`config.mk`:
```
export PLATFORM = sky130hd
export DESIGN_NAME = serial_adder
export DESIGN_NICKNAME = d
export VERILOG_FILES = /design/src/rtl/serial_adder.sv
export SDC_FILE = /design/constraint.sdc
export NUM_CORES = 1
export LEC_CHECK = 0
export ABC_CLOCK_PERIOD_IN_PS = 1900
export CORE_ASPECT_RATIO = 0.75
export CORE_MARGIN = 2
export CORE_UTILIZATION = 50
export CTS_BUF_LIST = sky130_fd_sc_hd__clkbuf_4
export CTS_CLUSTER_DIAMETER = 80
export DETAILED_ROUTE_END_ITERATION = 16
export PLACE_DENSITY_LB_ADDON = 0.25
export SLEW_MARGIN = 25
export SYNTH_ARGS = -nofsm -noshare
export SYNTH_HDL_FRONTEND = slang
export SYNTH_SLANG_ARGS = --single-unit
```
`constraint.sdc`:
```
create_clock -name clk -period 1.9 [get_ports clk]
set_input_delay 0.38 -clock clk [delete_from_list [all_inputs] [get_ports clk]]
set_output_delay 0.38 -clock clk [all_outputs]
set_load 0.02 [all_outputs]
```
`src/rtl/serial_adder.sv`:
```
// serial_adder: multi-cycle adder/subtractor that adds SLICE bits per clock
// through a registered carry. An operation takes WIDTH/SLICE RUN cycles and one
// DONE cycle, and sits behind a start/busy/done handshake.
// Ports:
//   clk, rst      clock and synchronous active-high reset
//   start         operation request, sampled only while idle
//   sub           0: a+b+c_in, 1: a-b-c_in (c_in is borrow-in)
//   a, b, c_in    operands, latched when start is accepted
//   busy          high while an operation is in progress
//   done          one-cycle pulse when s/c_out/ovf have just been updated
//   s             registered result, held until the next completion
//   c_out         raw carry out of the MSB (sub mode: 1 = no borrow)
//   ovf           signed overflow (carry into MSB xor carry out of MSB)
module serial_adder #(
    parameter int unsigned WIDTH = 8,
    parameter int unsigned SLICE = 1
) (
    input  logic             clk,
    input  logic             rst,
    input  logic             start,
    input  logic             sub,
    input  logic [WIDTH-1:0] a,
    input  logic [WIDTH-1:0] b,
    input  logic             c_in,
    output logic             busy,
    output logic             done,
    output logic [WIDTH-1:0] s,
    output logic             c_out,
    output logic             ovf
);

    localparam int unsigned NSL = WIDTH / SLICE;
    localparam int unsigned CW  = (NSL > 1) ? $clog2(NSL) : 1;

    localparam logic [1:0] IDLE = 2'd0;
    localparam logic [1:0] RUN  = 2'd1;
    localparam logic [1:0] DONE = 2'd2;

    logic [1:0]       state;
    logic [1:0]       state_nxt;
    logic [WIDTH-1:0] a_sr;
    logic [WIDTH-1:0] b_sr;
    logic [WIDTH-1:0] ps;
    logic             carry;
    logic [CW-1:0]    cnt;

    logic             last_c;
    logic [SLICE-1:0] slice_sum_c;
    logic             slice_cout_c;
    logic             slice_cmsb_c;
    logic [WIDTH-1:0] ps_nxt_c;

    // One slice of the add, plus the partial-sum register shifted by one slice
    always_comb begin
        {slice_cout_c, slice_sum_c} = {1'b0, a_sr[SLICE-1:0]}
                                    + {1'b0, b_sr[SLICE-1:0]}
                                    + (SLICE+1)'(carry);
        // Carry into the slice MSB recovered from its sum bit and operand bits
        slice_cmsb_c = slice_sum_c[SLICE-1] ^ a_sr[SLICE-1] ^ b_sr[SLICE-1];
        ps_nxt_c     = (ps >> SLICE) | (WIDTH'(slice_sum_c) << (WIDTH - SLICE));
        last_c       = (cnt == CW'(NSL - 1));
    end

    // Next-state logic
    always_comb begin
        state_nxt = state;
        case (state)
            IDLE:    if (start) state_nxt = RUN;
            RUN:     if (last_c) state_nxt = DONE;
            DONE:    state_nxt = IDLE;
            default: state_nxt = IDLE;
        endcase
    end

    // State register
    always_ff @(posedge clk) begin
        if (rst) state <= IDLE;
        else     state <= state_nxt;
    end

    // Datapath and registered outputs; results land on the final RUN edge so
    // they are visible during the DONE cycle together with the done pulse
    always_ff @(posedge clk) begin
        if (rst) begin
            busy  <= 1'b0;
            done  <= 1'b0;
            s     <= '0;
            c_out <= 1'b0;
            ovf   <= 1'b0;
            a_sr  <= '0;
            b_sr  <= '0;
            ps    <= '0;
            carry <= 1'b0;
            cnt   <= '0;
        end else begin
            done <= 1'b0;
            busy <= (state_nxt != IDLE);
            case (state)
                IDLE: begin
                    if (start) begin
                        a_sr  <= a;
                        b_sr  <= sub ? ~b : b;
                        // Subtract is a + ~b + 1 - borrow_in
                        carry <= c_in ^ sub;
                        cnt   <= '0;
                    end
                end
                RUN: begin
                    a_sr  <= a_sr >> SLICE;
                    b_sr  <= b_sr >> SLICE;
                    carry <= slice_cout_c;
                    ps    <= ps_nxt_c;
                    cnt   <= cnt + CW'(1);
                    if (last_c) begin
                        s     <= ps_nxt_c;
                        c_out <= slice_cout_c;
                        ovf   <= slice_cmsb_c ^ slice_cout_c;
                        done  <= 1'b1;
                    end
                end
                default: ;
            endcase
        end
    end

endmodule

```
==> impl_metrics.json <==
{
  "path_max_fanout": 2,
  "cellLeakagePower_uw": 0.000768,
  "syn_to_final_growth_pct": 26.4,
  "fin_nets": 242,
  "dpl_cell_area_um2": 2030,
  "cp_num_buf_inv": 1,
  "ff2ff_setup_slack_ps": 300,
  "worstReg2RegEnd": "ovf$_SDFFE_PP0P_",
  "p_per_area_nw_per_um2": 860,
  "synthCells": 187,
  "layout_min_cycle_time_ps": 1700,
  "wl_mm": 3.40,
  "maxCapViolCount": 0,
  "tightest_slew_ps": 584,
  "yosysSeqAreaShare_pct": 48.6,
  "drtIter0Drc": 78,
  "finalCritPeriodShare_pct": 89.4,
  "num_rows": 18,
  "start_util_pct": 51.8,
  "drive_gt1_share_pct": 7.31,
  "yosysTopAreaCell": "dfxtp_1",
  "crit_slowest_cell": "clkdlybuf4s50_1",
  "netlist_area_um2": 1690,
  "holdPathStages": 2,
  "place_congestion": 0.809,
  "rr_worst_depth": 5,
  "cts_setup_buffers": 0,
  "final_cell_count_no_fill": 259,
  "crit_chain": "clkdlybuf4s50_1",
  "arrival_ps": 1320,
  "dieWidth_um": 71.1,
  "overflow": 0,
  "relSlewSlack_pct": 61.0,
  "ctsLongestPathBuffers": 2,
  "drcViolationCount": 0,
  "critical_path_class": "flop to output port",
  "synth_edf_count": 0,
  "tns_ps": 0,
  "cp-end-kind": "output port",
  "synth.area.top_cells": "dfxtp_1, nand2_1, a211oi_1",
  "async_reset_ff_share_pct": 0,
  "path_clk_slew_ps": 120,
  "hp-start": "s[2]$_SDFFE_PP0P_",
  "grt_usage_pct": 18.9,
  "diodes": 0,
  "routed_via_density": 5.47,
  "cts-htree-levels": 2,
  "grt_antenna_before_repair": 0,
  "required_ps": 1520,
  "grt_pass1_vias": 1362,
  "ys.flop_type": "dfxtp_1",
  "numCtsBuffers": 5,
  "fillCellCount": 259,
  "ir_drop_v": 0.000484,
  "skew_ps": 2.66,
  "core_area_um2": 3270,
  "avgSynthCellArea_um2": 9.04,
  "cts_hold_buf": 0,
  "dieArea_um2": 3870,
  "status": "completed",
  "clk_latency_ps": 350,
  "rsz0062_at_grt": "false",
  "synth.distinct_cells": 29,
  "worstSetupStartpointType": "flop",
  "place_hpwl_mm": 2.47,
  "hp-class": "flop to flop",
  "synth_top_area_share_pct": 48.6,
  "num_io_pins": 33,
  "synth_nets": 211,
  "grt_max_degree": 25,
  "antenna_left": 0,
  "numClockSinks": 41,
  "via_count": 1416,
  "holdPathEnd": "s[2]$_SDFFE_PP0P_",
  "netlist_top_cells_count": "dfxtp_1, nand2_1, nor2_1",
  "critPathTopFamily": "buffers and inverters",
  "cts_resized": 0,
  "dpl.cell_count": 251,
  "fmaxAchievable_ghz": 0.588,
  "setup_viol": 0,
  "port_buffers": 32,
  "die_y_um": 54.4,
  "detail_route.wl_per_cell_um": 13.1,
  "drt_first_pass_iters": 4,
  "hold_viol": 0,
  "yosys_warnings": 0,
  "yosysMostFrequentCell": "dfxtp_1",
  "drv_slew": 0,
  "stdcell_area_um2": 2140,
  "tritoncts": "built",
  "grt_pass1_wl_mm": 5.63,
  "cts_root_buf": "clkbuf_4",
  "r2r-start": "a_sr[0]$_SDFFE_PP0P_",
  "ys_ff_latch": 41,
  "cp_slowest_stage_delay_ps": 620
}
## metal layers
metal	up-vias	track usage, %	wire length (um)
li1	713	-	-
met5	-	0	0
met3	7	5.71	160
met4	0	11.3	51
met1	660	21.5	1520
met2	36	32.4	1670
## cells in the final DEF (no fill, tap or decap), drive strengths merged, types with 3 or more instances in the layout
master / n
dfxtp: 41
clkdlybuf4s50: 32
nand2: 26
nor2: 18
a21oi: 13
a211oi: 11
a22oi: 11
xor2: 9
o22ai: 7
nand3b: 7
o21ai: 6
inv: 5
clkbuf: 5
buf: 5
xnor2: 3
## state kept, by name, summed over array words and instances, names as in the netlist
signal / flops
done: 1
busy: 1
ps: 7
cnt: 3
b_sr: 8
ovf: 1
state: 2
s: 8
a_sr: 8
c_out: 1
carry: 1
## worst register-to-register path, stage by stage (launching register included)
cell and delay [ps]:
dfxtp_1 360, inv_1 80, fa_1 610, xnor2_1 150, xnor2_1 90, a211oi_1 230
## cell type report
type | instances | area, um^2 | share of cell area (%)
Clock buffer | 5 | 37.5 | 1.76
Clock inverter | 3 | 65.1 | 3.05
Inverter | 5 | 18.8 | 0.879
Multi-Input combinational cell | 128 | 786 | 36.8
Sequential cell | 41 | 821 | 38.4
Tap cell | 40 | 50.0 | 2.34
Timing Repair Buffer | 37 | 358 | 16.8
## stage by stage
| stage | setup slack [ps] | util, % | hold WS [ps] | power, uW |
|---|---|---|---|---|
| CTS | 189 | 65.4 | 463 | 1840 |
| floorplan | 439 | - | 432 | 1080 |
| finish | 201 | 65.4 | 461 | 1840 |
| detailed placement | 34.8 | 62.3 | 446 | 1160 |
| global route | 143 | 65.4 | 476 | 1910 |
| global placement | 148 | 62.3 | 440 | 1150 |
## kinds of logic after synthesis
logic type / Yosys count / synth area share, %
simple gates: 58 / 15.7
compound gates: 54 / 21.3
flops: 41 / 48.6
buf+inv: 18 / 4.96
xor+xnor: 12 / 6.22
fa+ha+maj: 3 / 2.66
mux: 1 / 0.592
## worst max path at each step
| stage | startpoint | end | cells after the start |
|---|---|---|---|
| floorplan | a_sr[0]$_SDFFE_PP0P_ | ovf$_SDFFE_PP0P_ | 5 |
| global placement | start | b_sr[6]$_SDFFE_PP0P_ | 4 |
| detailed placement | start | b_sr[5]$_SDFFE_PP0P_ | 4 |
| CTS | s[5]$_SDFFE_PP0P_ | s[5] | 1 |
| global route | s[1]$_SDFFE_PP0P_ | s[1] | 1 |
| finish | s[5]$_SDFFE_PP0P_ | s[5] | 1 |
## where the power goes
group	total, uW	internal (uW)	switching, uW
sequential	920	896	23.2
clock	696	407	289
combinational	221	113	108
total	1840	1420	420
Note: power is estimated with default switching activity, not from simulation.
